File: src/rtl/camera_pattern_pkg.sv
// Shared types and constants for the synthetic Bayer camera source.
package camera_pattern_pkg;

    typedef enum logic [2:0] {
        IDLE,
        LEAD,
        ACTIVE,
        HBLANK,
        VBLANK
    } state_t;

    typedef enum logic [1:0] {
        SOLID    = 2'd0,
        GRADIENT = 2'd1,
        BARS     = 2'd2,
        CHECKER  = 2'd3
    } pattern_t;

    // Encoded as {row parity, column parity}, BGGR ordering.
    typedef enum logic [1:0] {
        SITE_B  = 2'b00,
        SITE_GB = 2'b01,
        SITE_GR = 2'b10,
        SITE_R  = 2'b11
    } bayer_site_t;

    localparam logic [9:0] FULL_SCALE = 10'h3FF;
    localparam logic [9:0] MID_GREY   = 10'h200;

    function automatic bayer_site_t bayer_site(input logic y_odd, input logic x_odd);
        return bayer_site_t'({y_odd, x_odd});
    endfunction

endpackage

File: src/rtl/camera_pattern_generator_if.sv
// Sensor-side pixel stream: run controls in, raw Bayer pixels and framing out.
interface camera_pattern_generator_if;

    logic       enable_in;
    logic [1:0] pattern_select_in;
    logic [9:0] pixel_data_out;
    logic       line_valid_out;
    logic       frame_valid_out;
    logic       frame_done_out;
    logic [7:0] frame_count_out;

    modport master (
        input  enable_in, pattern_select_in,
        output pixel_data_out, line_valid_out, frame_valid_out,
        frame_done_out, frame_count_out
    );

    modport slave (
        output enable_in, pattern_select_in,
        input  pixel_data_out, line_valid_out, frame_valid_out,
        frame_done_out, frame_count_out
    );

endinterface

File: src/rtl/camera_pattern_generator_pixel.sv
// Combinational test-pattern value for one Bayer site at (x, y).
module pattern_pixel
    import camera_pattern_pkg::*;
#(
    parameter int IMAGE_X_SIZE = 1288
) (
    input  logic [15:0] i_x,
    input  logic        i_y_odd,
    input  logic        i_y_band,
    input  pattern_t    i_pattern,
    input  logic        i_frame_parity,
    output logic [9:0]  o_pixel
);

    localparam logic [15:0] BAR_WIDTH = 16'(IMAGE_X_SIZE / 8);

    bayer_site_t w_site;
    logic [15:0] w_bar_index;
    logic [2:0]  w_bar;
    logic        w_bar_bit;

    // NOTE: every output of this block is assigned a default first, so no path infers a latch.
    always_comb begin
        w_site      = bayer_site(i_y_odd, i_x[0]);
        w_bar_index = i_x / BAR_WIDTH;
        w_bar       = (w_bar_index > 16'd7) ? 3'd7 : w_bar_index[2:0];
        w_bar_bit   = w_bar[1];
        case (w_site)
            SITE_R:  w_bar_bit = w_bar[2];
            SITE_B:  w_bar_bit = w_bar[0];
            default: w_bar_bit = w_bar[1];
        endcase

        o_pixel = MID_GREY;
        case (i_pattern)
            SOLID:    o_pixel = MID_GREY;
            GRADIENT: o_pixel = (i_x[15:11] != 5'd0) ? FULL_SCALE : i_x[10:1];
            BARS:     o_pixel = w_bar_bit ? FULL_SCALE : 10'h000;
            CHECKER:  o_pixel = (i_x[3] ^ i_y_band ^ i_frame_parity) ? FULL_SCALE : 10'h000;
            default:  o_pixel = MID_GREY;
        endcase
    end

endmodule

File: src/rtl/camera_pattern_generator.sv
// Frame/line timing FSM and registered pixel stream of the synthetic camera source.
module camera_pattern_generator
    import camera_pattern_pkg::*;
#(
    parameter int IMAGE_X_SIZE = 1288,
    parameter int IMAGE_Y_SIZE = 768,
    parameter int H_BLANK      = 400,
    parameter int V_BLANK      = 1000,
    parameter int FV_LEAD      = 16
) (
    input  logic                        clock_in,
    input  logic                        reset_n_in,
    camera_pattern_generator_if.master  stream
);

    localparam logic [15:0] X_LAST    = 16'(IMAGE_X_SIZE - 1);
    localparam logic [15:0] Y_LAST    = 16'(IMAGE_Y_SIZE - 1);
    localparam logic [15:0] H_LAST    = 16'(H_BLANK - 1);
    localparam logic [15:0] V_LAST    = 16'(V_BLANK - 1);
    localparam logic [15:0] LEAD_LAST = 16'(FV_LEAD - 1);

    state_t      r_state, w_state_next;
    logic [15:0] r_cnt, w_cnt_next;
    logic [15:0] r_y, w_y_next;
    pattern_t    r_pattern;
    logic        w_load_pattern;
    logic        w_frame_end;
    logic [9:0]  w_pixel;

    logic [9:0]  r_pixel;
    logic        r_line_valid;
    logic        r_frame_valid;
    logic        r_frame_done;
    logic [7:0]  r_frame_count;

    always_comb begin
        w_state_next   = r_state;
        w_cnt_next     = r_cnt + 16'd1;
        w_y_next       = r_y;
        w_load_pattern = 1'b0;
        case (r_state)
            IDLE: begin
                w_cnt_next = '0;
                if (stream.enable_in) begin
                    w_state_next   = LEAD;
                    w_load_pattern = 1'b1;
                end
            end
            LEAD: if (r_cnt == LEAD_LAST) begin
                w_state_next = ACTIVE;
                w_cnt_next   = '0;
                w_y_next     = '0;
            end
            ACTIVE: if (r_cnt == X_LAST) begin
                w_state_next = HBLANK;
                w_cnt_next   = '0;
            end
            HBLANK: if (r_cnt == H_LAST) begin
                w_cnt_next = '0;
                if (r_y == Y_LAST) begin
                    w_state_next = VBLANK;
                end else begin
                    w_state_next = ACTIVE;
                    w_y_next     = r_y + 16'd1;
                end
            end
            // enable_in is only honoured here, so a dropped enable lets the frame finish.
            VBLANK: if (r_cnt == V_LAST) begin
                w_cnt_next = '0;
                if (stream.enable_in) begin
                    w_state_next   = LEAD;
                    w_load_pattern = 1'b1;
                end else begin
                    w_state_next = IDLE;
                end
            end
            default: begin
                w_state_next = IDLE;
                w_cnt_next   = '0;
            end
        endcase
        w_frame_end = (r_state == HBLANK) && (w_state_next == VBLANK);
    end

    // Pixel is computed for the coordinate being entered, so it lands with line_valid.
    pattern_pixel #(
        .IMAGE_X_SIZE (IMAGE_X_SIZE)
    ) u_pattern_pixel (
        .i_x            (w_cnt_next),
        .i_y_odd        (w_y_next[0]),
        .i_y_band       (w_y_next[3]),
        .i_pattern      (r_pattern),
        .i_frame_parity (r_frame_count[0]),
        .o_pixel        (w_pixel)
    );

    // NOTE: all state and output flops use non-blocking assignments so every flop samples pre-edge values.
    always_ff @(posedge clock_in or negedge reset_n_in) begin
        if (!reset_n_in) begin
            r_state       <= IDLE;
            r_cnt         <= '0;
            r_y           <= '0;
            r_pattern     <= SOLID;
            r_pixel       <= '0;
            r_line_valid  <= 1'b0;
            r_frame_valid <= 1'b0;
            r_frame_done  <= 1'b0;
            r_frame_count <= '0;
        end else begin
            r_state       <= w_state_next;
            r_cnt         <= w_cnt_next;
            r_y           <= w_y_next;
            if (w_load_pattern) begin
                r_pattern <= pattern_t'(stream.pattern_select_in);
            end
            r_frame_valid <= (w_state_next == LEAD) || (w_state_next == ACTIVE) ||
                             (w_state_next == HBLANK);
            r_line_valid  <= (w_state_next == ACTIVE);
            r_pixel       <= (w_state_next == ACTIVE) ? w_pixel : 10'h000;
            r_frame_done  <= w_frame_end;
            if (w_frame_end) begin
                r_frame_count <= r_frame_count + 8'd1;
            end
        end
    end

    assign stream.pixel_data_out  = r_pixel;
    assign stream.line_valid_out  = r_line_valid;
    assign stream.frame_valid_out = r_frame_valid;
    assign stream.frame_done_out  = r_frame_done;
    assign stream.frame_count_out = r_frame_count;

endmodule

File: src/flat_wrapper.sv
// flat-port wrapper written by rule: the top's interface ports become plain ports
module camera_pattern_generator_flat import camera_pattern_pkg::*;
#(
    parameter int IMAGE_X_SIZE = 1288,
    parameter int IMAGE_Y_SIZE = 768,
    parameter int H_BLANK      = 400,
    parameter int V_BLANK      = 1000,
    parameter int FV_LEAD      = 16
)
  (clock_in, reset_n_in, stream_enable_in, stream_pattern_select_in, stream_pixel_data_out, stream_line_valid_out, stream_frame_valid_out, stream_frame_done_out, stream_frame_count_out);
  camera_pattern_generator_if stream_i ();
  input  logic clock_in;
  input  logic reset_n_in;
  input wire logic [$bits(stream_i.enable_in)-1:0] stream_enable_in;
  input wire logic [$bits(stream_i.pattern_select_in)-1:0] stream_pattern_select_in;
  output wire logic [$bits(stream_i.pixel_data_out)-1:0] stream_pixel_data_out;
  output wire logic [$bits(stream_i.line_valid_out)-1:0] stream_line_valid_out;
  output wire logic [$bits(stream_i.frame_valid_out)-1:0] stream_frame_valid_out;
  output wire logic [$bits(stream_i.frame_done_out)-1:0] stream_frame_done_out;
  output wire logic [$bits(stream_i.frame_count_out)-1:0] stream_frame_count_out;
  assign stream_i.enable_in = stream_enable_in;
  assign stream_i.pattern_select_in = stream_pattern_select_in;
  assign stream_pixel_data_out = stream_i.pixel_data_out;
  assign stream_line_valid_out = stream_i.line_valid_out;
  assign stream_frame_valid_out = stream_i.frame_valid_out;
  assign stream_frame_done_out = stream_i.frame_done_out;
  assign stream_frame_count_out = stream_i.frame_count_out;
  camera_pattern_generator #(.IMAGE_X_SIZE(IMAGE_X_SIZE), .IMAGE_Y_SIZE(IMAGE_Y_SIZE), .H_BLANK(H_BLANK), .V_BLANK(V_BLANK), .FV_LEAD(FV_LEAD)) u_core (.clock_in(clock_in), .reset_n_in(reset_n_in), .stream(stream_i));
endmodule
File: config.mk
export PLATFORM = sky130hd
export DESIGN_NAME = camera_pattern_generator_flat
export DESIGN_NICKNAME = d
export VERILOG_FILES = /design/src/rtl/camera_pattern_pkg.sv /design/src/rtl/camera_pattern_generator_if.sv /design/src/rtl/camera_pattern_generator_pixel.sv /design/src/rtl/camera_pattern_generator.sv /design/src/flat_wrapper.sv
export SDC_FILE = /design/constraint.sdc
export NUM_CORES = 1
export LEC_CHECK = 0
export ABC_CLOCK_PERIOD_IN_PS = 30500
export CORE_MARGIN = 1.5
export CORE_UTILIZATION = 50
export CTS_BUF_LIST = sky130_fd_sc_hd__clkbuf_8
export DETAILED_ROUTE_END_ITERATION = 10
export PLACE_DENSITY = 0.68
export SETUP_SLACK_MARGIN = 0.15
export SYNTH_ARGS = -nofsm -noshare
export SYNTH_HDL_FRONTEND = slang
export SYNTH_HIERARCHICAL = 1
export SYNTH_SLANG_ARGS = --single-unit
File: constraint.sdc
create_clock -name clock_in -period 30.5 [get_ports clock_in]
set_input_delay 4.575 -clock clock_in [delete_from_list [all_inputs] [get_ports clock_in]]
set_output_delay 4.575 -clock clock_in [all_outputs]
set_load 0.01 [all_outputs]
Word level (Yosys, flattened, before mapping):

Index checks and enable logic that the tools add are counted.

* $add $sub $neg: 3
* multiply operators: 0
* div/mod/pow operators: 1
* magnitude comparators: 1
* equality and inequality tests: 20
* shift-type cells: 0
* multiplexer cells: 27
* bitwise logic cells: 2
* reduce and logical (&&, ||, !) cells: 9

Operators with widths (count)
* $mux W16: 7
* $pmux W16 S4: 1
* $mux W10: 4
* $pmux W10 S4: 1
* $add A16 B1 Y16 const B: 2
* $eq A16 B10 Y1 const B: 2
* $pmux W16 S2: 1
* $mux W3: 7
* $div A16 B8 Y16 const B: 1
* $eq A16 B11 Y1 const B: 1
* $eq A16 B4 Y1 const B: 1
* $eq A16 B9 Y1 const B: 1
* $gt A16 B3 Y1 const B: 1
* $pmux W3 S5: 1
* $eq A3 B2 Y1 const B: 4
* $add A8 B1 Y8 const B: 1
* $eq A2 B2 Y1 const B: 3
* $eq A3 B1 Y1 const B: 2
* $eq A3 B3 Y1 const B: 2
* $reduce_bool A5 Y1: 1
* $logic_not A2 Y1: 2
* $ne A2 B1 Y1 const B: 2
* $pmux W1 S2: 2
* $reduce_and A4 Y1: 1
* 8 further kinds: 12

* register bits: 58
* latch bits: 0
* RAM bits: 0
* ROM bits: 0
* input bits: 5
* logic and storage cells: 73
* memories: 0

Depth between registers and ports, before layout:

Gate-level depths: netlist of the first run.

* depth in word-level cells: 10
* mapped depth: 43

Cells and area by module:

The synthesis of the first run kept the hierarchy.

By module, submodules not included
* pattern_pixel: times used 1, cells an instance 442, area each 3064.2 um^2
* camera_pattern_generator: times used 1, cells an instance 258, area each 2834.0 um^2

Worst setup path before layout of the first run:

No wires, ideal clock.

* kind: reg2reg
* from: register u_core.r_cnt[0]
* to: register u_core.r_pixel[9], in the netlist u_core/stream.pixel_data_out[9]
* library setup time: 0.119 ns
* data arrival time: 9.618 ns
* setup slack: 20.763 ns
* cell stages (with the launch flop): 42
* path buffers: 5
* clock period less this slack: 9.737 ns
* cells stage by stage: dfrtp_1 ha_1 or4b_4 or4b_4 and3_1 nor3_4 buf_8 nor2_2 clkbuf_1 or4_4 or4_4 nand4_1 o21ai_2 a221oi_4 o21ai_4 mux2i_1 buf_4 and2_0 [... 6 more ...] clkbuf_1 o21a_2 a311o_1 a221o_1 a21oi_2 a21oi_1 or2_1 ha_1 nor4_1 nand4_1 a31oi_2 o21a_2 nand2b_4 a2111oi_4 o2111ai_2 a21oi_4 a22oi_2 and2_1

* word-level cells in the longest chain between the ends: 10

Ends and longest elaborated chain
* from (decl): RTL line camera_pattern_generator.sv:23 `logic [15:0] r_cnt, w_cnt_next;`
* from (signal assigned): RTL line camera_pattern_generator.sv:111 `r_cnt <= w_cnt_next;`
* $add A16 B1 Y16 (tied with other cells): RTL line camera_pattern_generator.sv:38 `w_cnt_next = r_cnt + 16'd1;`
* $mux W16, on equally long branches
* $pmux W16 S4 (*): RTL line camera_pattern_generator.sv:41 `case (r_state)`
* via u_core.w_cnt_next[8]: RTL line camera_pattern_generator.sv:23
* $div A16 B8 Y16 (*): RTL line camera_pattern_generator_pixel.sv:25 `w_bar_index = i_x / BAR_WIDTH;`
* $gt A16 B3 Y1: RTL line camera_pattern_generator_pixel.sv:26 `w_bar = (w_bar_index > 16'd7) ? 3'd7 : w_bar_index[2:0];`
* $mux W3 (*): RTL line camera_pattern_generator_pixel.sv:26
* $pmux W1 S2 (*): RTL line camera_pattern_generator_pixel.sv:28 `case (w_site)`
* $mux W10 (*): RTL line camera_pattern_generator_pixel.sv:38 `BARS: o_pixel = w_bar_bit ? FULL_SCALE : 10'h000;`
* $pmux W10 S4 (*): RTL line camera_pattern_generator_pixel.sv:35 `case (i_pattern)`
* via u_core.w_pixel[9]: RTL line camera_pattern_generator.sv:28 `logic [9:0] w_pixel;`
* $mux W10 (*): RTL line camera_pattern_generator.sv:119 `r_pixel <= (w_state_next == ACTIVE) ? w_pixel : 10'h000;`
* to (signal assigned): RTL line camera_pattern_generator.sv:119
* to (decl): RTL line camera_pattern_generator.sv:30 `logic [9:0] r_pixel;`

The timed path passes the listed nets; every way through them passes the cells marked *. The select of a mux whose other input is x is not followed.
A chain may end at the register's enable or synchronous reset.

Worst setup path after layout of the first run:

* from: register u_core.r_cnt[0]
* to: register u_core.r_pixel[9], in the netlist u_core/stream.pixel_data_out[9]

* word-level cells in the longest chain between the ends: 10

Ends and longest elaborated chain (RTL line)
* $add A16 B1 Y16 (tied with other cells): camera_pattern_generator.sv:38
* $mux W16, on equally long branches
* $pmux W16 S4 (*): camera_pattern_generator.sv:41
* via u_core.w_cnt_next[10]: camera_pattern_generator.sv:23
* $div A16 B8 Y16: camera_pattern_generator_pixel.sv:25
* $gt A16 B3 Y1: camera_pattern_generator_pixel.sv:26
* $mux W3: camera_pattern_generator_pixel.sv:26
* $pmux W1 S2: camera_pattern_generator_pixel.sv:28
* $mux W10: camera_pattern_generator_pixel.sv:38
* $pmux W10 S4 (*): camera_pattern_generator_pixel.sv:35
* via u_core.w_pixel[9]: camera_pattern_generator.sv:28
* $mux W10 (*): camera_pattern_generator.sv:119

Marks and branches as above.

==> results of run 1 <==
[layer usage]
layer	track usage, %	vias to the layer above
met2	38.9	190
met3	2.12	22
met4	7.34	0
met1	35.5	2773
li1	-	2693
met5	0	-
[cell families after synthesis]
family	after synthesis	share of synthesized area, %
xor+xnor	48	7.38
mux	10	1.85
simple gates	312	31.0
buf+inv	50	3.95
fa+ha+maj	9	1.82
flops	58	24.6
compound gates	213	29.4
[power by group]
| part | leakage, nW | total (W) | internal, W | switching [W] |
|---|---|---|---|---|
| registers | 0.783 | 0.0000949 | 0.0000848 | 0.0000101 |
| clock network | 0.124 | 0.0000837 | 0.0000535 | 0.0000302 |
| logic | 1.57 | 0.000171 | 0.0000647 | 0.000106 |
| total | 2.48 | 0.000350 | 0.000203 | 0.000147 |
[layout by cell type (no fill, tap or decap), drive strengths merged, types with 5 or more instances in the layout]
cell           netlist  layout
a21oi               29      29
mux2i                6       6
clkbuf              22       9
o211ai              14      14
o21ai               52      52
a31o                 7       7
nor4                10      10
nor2                78      78
a22oi                5       5
dfrtp               58      58
inv                 16      17
or4                  6       6
and2                22      22
o2111ai              5       5
nand2b               8       8
buf                 12       6
xnor2               24      24
clkdlybuf4s50        0      24
xor2                24      24
a21o                 7       7
nand4               30      30
nor3                22      22
nand2               47      47
ha                   7       7
or2                  9       9
a31oi               10      10
and3                20      20
a211oi              11      11
o21a                 8       8
nor4b                5       5
and4                 5       5
o22ai                9       9
nand3               20      20
or3                 15      15
o31ai                6       6
[cells in the mapped netlist (15+ instances only)]
cell type,n,share of area (%)
a21oi_1,25,2.1
nand4_1,30,3.2
xnor2_1,23,3.4
nor2_2,15,1.6
nor3_1,18,1.5
and3_1,20,2.1
xor2_1,23,3.4
inv_1,16,1.0
clkbuf_1,22,1.4
nor2_1,63,4.0
dfrtp_1,58,25
o21ai_0,41,3.5
nand2_1,47,3.0
nand3_1,19,1.6
[worst min path at each step]
stage	cells after the start	start	slack, ns	to
2_1_floorplan	1	u_core/r_y[13]	0.48	u_core/r_y[13]
3_3_place_gp	1	u_core/stream.frame_count_out[7]	0.46	u_core/stream.frame_count_out[7]
3_5_place_dp	1	u_core/stream.frame_count_out[7]	0.47	u_core/stream.frame_count_out[7]
4_1_cts	1	u_core/stream.frame_count_out[7]	0.48	u_core/stream.frame_count_out[7]
5_1_grt	1	u_core/stream.frame_count_out[7]	0.50	u_core/stream.frame_count_out[7]
6_report	1	u_core/stream.frame_count_out[7]	0.47	u_core/stream.frame_count_out[7]
[layout make-up]
| cell class | count | area share, % |
|---|---|---|
| Clock buffer | 9 | 1.93 |
| Clock inverter | 7 | 1.70 |
| Inverter | 16 | 0.935 |
| Multi-Input combinational cell | 592 | 65.6 |
| Sequential cell | 58 | 22.6 |
| Tap cell | 143 | 2.79 |
| Timing Repair Buffer | 30 | 4.40 |
[state kept, by name, indices dropped and copies added, names as in the netlist]
| name | count |
|---|---|
| u_core/r_cnt | 16 |
| u_core/r_state | 3 |
| u_core/stream.frame_count_out | 8 |
| u_core/stream.line_valid_out | 1 |
| u_core/stream.pixel_data_out | 10 |
| u_core/stream.frame_done_out | 1 |
| u_core/stream.frame_valid_out | 1 |
| u_core/r_y | 16 |
| u_core/r_pattern | 2 |
[through the flow]
step                area (sq um)  hold slack (ns)  instances
floorplan                   5900            0.485        700
global placement            6190            0.464        839
detailed placement          6190            0.469        839
CTS                         6420            0.479        855
global route                6420            0.499        855
finish                      6420            0.471        855
==> key figures, run 1 <==
Logic synthesis
  – Cell variety after synth: 111
  – Fraction of registers with async set/reset: 100%
  – Gate Count Post-Synth: 700
  – Mean Syn Cell Area: 8.43 sq um
  – Sequential fraction of the synthesis area: 24.6%
  – Post-Syn Nets: 712
  – Primary FF master, synth: dfrtp_1
  – Synthesized cell area: 5900 sq um
  – Yosys warning count: 6
  – Synth Register Bits: 58
  – Post-synth EDFFs: 0

Critical path
  – Slowest cell on crit path: xnor2_1
  – CP endpoint: u_core/stream.pixel_data_out[9]
  – Req. time, crit path: 30.73 ns
  – FF-to-FF setup slack: 18.14 ns
  – Worst-path maximum fanout: 17
  – CP arrival: 12.59 ns
  – Critical path startpoint category: register
  – WP buf/inv: 0
  – Reg2reg start: u_core/r_cnt[0]
  – Worst Reg-to-Reg Cells: 36
  – CP Launch Point: u_core/r_cnt[0]
  – CP endpoint kind: register
  – CP max stage delay: 0.98 ns
  – CP top delay family: compound AO/OA/AOI/OAI gates
  – WP depth: 36
  – Kind of critical path: register to register
  – R2R Path End: u_core/stream.pixel_data_out[9]

Timing
  – Fin worst setup slack: 18.14 ns
  – RSZ-0062 raised after global routing: false
  – Max-slew violation count: 0
  – Tcrit/Tclk final: 40.5%
  – Upper clock frequency limit: 80.9 MHz
  – Final Critical Period: 12.36 ns
  – Hold Vio Cnt, Final: 0
  – Tightest Pin Transition: 1.25 ns
  – Slew HR: 16.3%
  – Final setup fails: 0
  – Setup TNS: 0 ns
  – Layout Skew: 0.0103 ns

Detailed routing
  – TritonRoute pass-1 iters: 5
  – Max layer used: met4
  – Vias: 5,678
  – Total routed wirelength: 15,000 um
  – DRC viols: 0
  – Drt wl/cell: 17.6 um
  – Met1 wire length: 7200 um
  – WL met2: 6870 um
  – DRT iter0 DRCs: 573
  – Vias/cell: 6.64
  – Routed Antenna Nets: 0
  – Met3 wire len: 746 um

Placement
  – Pre-CTS setup slack: 18.31 ns
  – PortBufs: 25
  – HPWL after DPL: 11,200 um
  – GPL Wtd Cong: 0.948

Finish
  – Diode count: 0
  – Area delta synth->final: 8.85%
  – Share of cells above drive strength 1: 16.9%
  – Register area: 1450 sq um
  – Total Nets Final: 719
  – Fill cell total of the finished layout: 1,036
  – Multi-input gate area: 4210 sq um
  – Layout Utilization: 56.0%

Clocking
  – CTS Buf Count: 9
  – H-tree Lvls: 3
  – Reg clk slew, reported paths: 0.07 ns
  – Worst-skew pair later-pin latency: 0.34 ns
  – Sink Count: 58
  – Post-CTS Setup Bufs: 0
  – # resized after CTS: 0
  – CTS tree: done
  – Hold buffer count at cts: 0
  – Root Driver: clkbuf_8
  – Clk buf depth: 2

Floorplanning
  – Initial core utilization: 51.4%
  – DIE AREA: 12,500 sq um
  – Die H: 112 um
  – Ports: 26
  – Floorplan row count: 39
  – Core area: 11,500 sq um
  – Die Span X: 112 um

GRT
  – Largest net degree at the start of global routing: 59
  – Vias in the first global route: 5,188
  – Initial antenna violation count: 0
  – First-pass GRT wire length: 25,600 um
  – Overflow after GRT: 0
  – Global Route Usage Sum: 24.4%

Job
  – Max_cap viols: 0

Power and ir drop
  – Power, Total: 0.000350 W
  – Leakage power: 2.48 nW
  – PD cells: 54.4 nW/um^2
  – VDD IR-drop max: 0.0470 mV

Outcome
  – Outcome: complete, no violations

Hold path
  – Hold WC Path Type: register to register
Note: power is estimated with default switching activity, not from simulation.
==> inputs of run 2 (changes only) <==
--- a/config.mk
+++ b/config.mk
@@ -5,7 +5,7 @@
 export SDC_FILE = /design/constraint.sdc
 export NUM_CORES = 1
 export LEC_CHECK = 0
-export ABC_CLOCK_PERIOD_IN_PS = 30500
+export ABC_CLOCK_PERIOD_IN_PS = 11640
 export CORE_MARGIN = 1.5
 export CORE_UTILIZATION = 50
 export CTS_BUF_LIST = sky130_fd_sc_hd__clkbuf_8
==> constraint.sdc (replaced) <==
create_clock -name clock_in -period 11.64 [get_ports clock_in]
set_input_delay 1.746 -clock clock_in [delete_from_list [all_inputs] [get_ports clock_in]]
set_output_delay 1.746 -clock clock_in [all_outputs]
set_load 0.01 [all_outputs]
==> run 2 against run 1 <==
Effect of this change: non-clock buffer count up 7; cell area up 1.0%; via count down 0.21%; utilization up 0.58 points; register-to-register slack worse by 17 ns; cell count up 0.82%; clock skew down 0.00068 ns; die area unchanged; setup slack worse by 17 ns; fmax up 14%; critical path type unchanged; largest cell class unchanged; largest power group unchanged.
==> key figures, run 2 (synthesized netlist as in run 1, its figures left out) <==
Detailed routing
  – Met3 wire len: 690 um (-7.5%)
  – Vias/cell: 6.57 (-1.0%)
  – WL met2: 7040 um (+2.5%)
  – Max layer used: met4
  – Vias: 5,666 (-0.21%)
  – DRC viols: 0 (unchanged)
  – Drt wl/cell: 17.9 um (+2.0%)
  – Routed Antenna Nets: 0 (unchanged)
  – Met1 wire length: 7460 um (+3.6%)
  – DRT iter0 DRCs: 453 (-21%)
  – Total routed wirelength: 15,500 um (+2.8%)
  – TritonRoute pass-1 iters: 6 (+1)

Finish
  – Share of cells above drive strength 1: 18.2% (+1.4 points)
  – Post-route cell area: 6490 sq um (+1.0%)
  – Total Nets Final: 726 (+0.97%)
  – Fill cell total of the finished layout: 1,036 (unchanged)
  – Area delta synth->final: 9.97%
  – Most common cell after layout, fill and taps aside: nor2_1
  – Diode count: 0 (unchanged)
  – Most frequent cells in the layout: 63 x nor2_1, 58 x dfrtp_1, 47 x nand2_1

Timing
  – Tcrit/Tclk final: 93.0% (+53 points)
  – Final setup fails: 0 (unchanged)
  – Min Hold Slack: 0.474 ns (+0.00342 ns)
  – Final Critical Period: 10.83 ns (-1.53 ns)
  – Upper clock frequency limit: 92.3 MHz (+14%)
  – Hold Vio Cnt, Final: 0 (unchanged)
  – RSZ-0062 raised after global routing: false
  – Tightest Pin Transition: 0.881 ns (-0.364 ns)
  – Layout Skew: 0.00958 ns (-0.000676 ns)
  – Fin worst setup slack: 0.810 ns (-17.33 ns)
  – Setup TNS: 0 ns (unchanged)
  – Max-slew violation count: 0 (unchanged)
  – Slew HR: 41.0% (+25 points)

Clocking
  – Reg clk slew, reported paths: 0.07 ns (about the same)
  – CTS tree: done
  – H-tree Lvls: 3 (unchanged)
  – CTS Buf Count: 9 (unchanged)
  – Hold buffer count at cts: 0 (unchanged)
  – Worst-skew pair later-pin latency: 0.34 ns (about the same)
  – Sink Count: 58 (unchanged)
  – Clk buf depth: 2 (unchanged)
  – Root Driver: clkbuf_8

Hold path
  – Hold WC Path Type: register to register

Placement
  – PortBufs: 25 (unchanged)
  – DP Area: 6220 sq um (+0.49%)
  – HPWL after DPL: 11,300 um (+0.80%)
  – Pre-CTS setup slack: 0.549 ns (-17.77 ns)
  – GPL Wtd Cong: 0.937 (-1.1%)

Power and ir drop
  – PD cells: 138 nW/um^2 (+150%)
  – Power, Total: 0.000894 W (+160%)
  – VDD IR-drop max: 0.0910 mV (+94%)
  – Leakage power: 2.51 nW (+1.2%)

Outcome
  – Outcome: complete, no violations

GRT
  – First-pass GRT wire length: 25,800 um (+0.70%)
  – Overflow after GRT: 0 (unchanged)
  – Vias in the first global route: 5,206 (+0.35%)
  – Largest net degree at the start of global routing: 59 (unchanged)
  – Global Route Usage Sum: 24.7% (+0.27 points)
  – Initial antenna violation count: 0 (unchanged)

Floorplanning
  – Core area: 11,500 sq um (unchanged)
  – DIE AREA: 12,500 sq um (unchanged)
  – Floorplan row count: 39 (unchanged)
  – Ports: 26 (unchanged)
  – Die Span X: 112 um (unchanged)
  – Die H: 112 um (unchanged)
  – Initial core utilization: 51.4% (unchanged)

Critical path
  – CP endpoint kind: register
  – Slowest cell on crit path: or4b_1
  – Req. time, crit path: 11.87 ns (-18.86 ns)
  – WP buf/inv: 1 (+1)
  – Kind of critical path: register to register
  – CP max stage delay: 0.68 ns (-0.30 ns)
  – Worst-path maximum fanout: 15 (-2)
  – CP arrival: 11.06 ns (-1.53 ns)
  – Critical path startpoint category: register
  – CP top delay family: compound AO/OA/AOI/OAI gates

Job
  – Max_cap viols: 0 (unchanged)
-- run 2: per-layer routing --
layer | global-route usage [%] | vias up
met5 | 0 | -
met4 | 7.68 | 0
met3 | 3.43 | 26
met2 | 39.1 | 191
met1 | 35.1 | 2740
li1 | - | 2709
-- run 2: final cells by class --
type	instances	area, sq um	share of cell area, %
Clock buffer	9	124	1.91
Clock inverter	7	61.3	0.945
Inverter	16	60.1	0.926
Multi-Input combinational cell	592	4260	65.7
Sequential cell	58	1450	22.4
Tap cell	143	179	2.76
Timing Repair Buffer	37	348	5.36
-- run 2: through the flow --
step	instances	utilization, %
6_report	862	56.6
5_1_grt	862	56.6
4_1_cts	859	55.8
3_5_place_dp	843	54.2
3_3_place_gp	843	54.2
2_1_floorplan	700	-
-- run 2: power breakdown --
group	switching [W]	total (W)	internal [W]	leakage, nW
Clock	0.0000808	0.000177	0.0000964	0.100
Combinational	0.000291	0.000469	0.000179	1.63
Sequential	0.0000252	0.000247	0.000222	0.783
Total	0.000397	0.000894	0.000497	2.51
-- run 2: what timing repair did --
| action | in CTS | in global routing |
|---|---|---|
| gates resized for setup | 0 | 8 |
| endpoints found under the setup margin | 0 | 10 |
| setup buffers | 0 | 3 |
-- run 2: final timing paths --
check / slack, ns / cells past startpoint / end / start
setup / recovery: 0.81 / 37 / u_core/stream.pixel_data_out[9] / u_core/r_cnt[0]
hold / removal: 0.47 / 1 / u_core/stream.frame_count_out[7] / u_core/stream.frame_count_out[7]
setup reg to reg: 0.81 / 37 / u_core/stream.pixel_data_out[9] / u_core/r_cnt[0]
hold reg to reg: 0.47 / 1 / u_core/stream.frame_count_out[7] / u_core/stream.frame_count_out[7]
max in group asynchronous: 9.63 / 2 / u_core/stream.pixel_data_out[3] / reset_n_in
min in group asynchronous: 1.55 / 2 / u_core/r_y[10] / reset_n_in
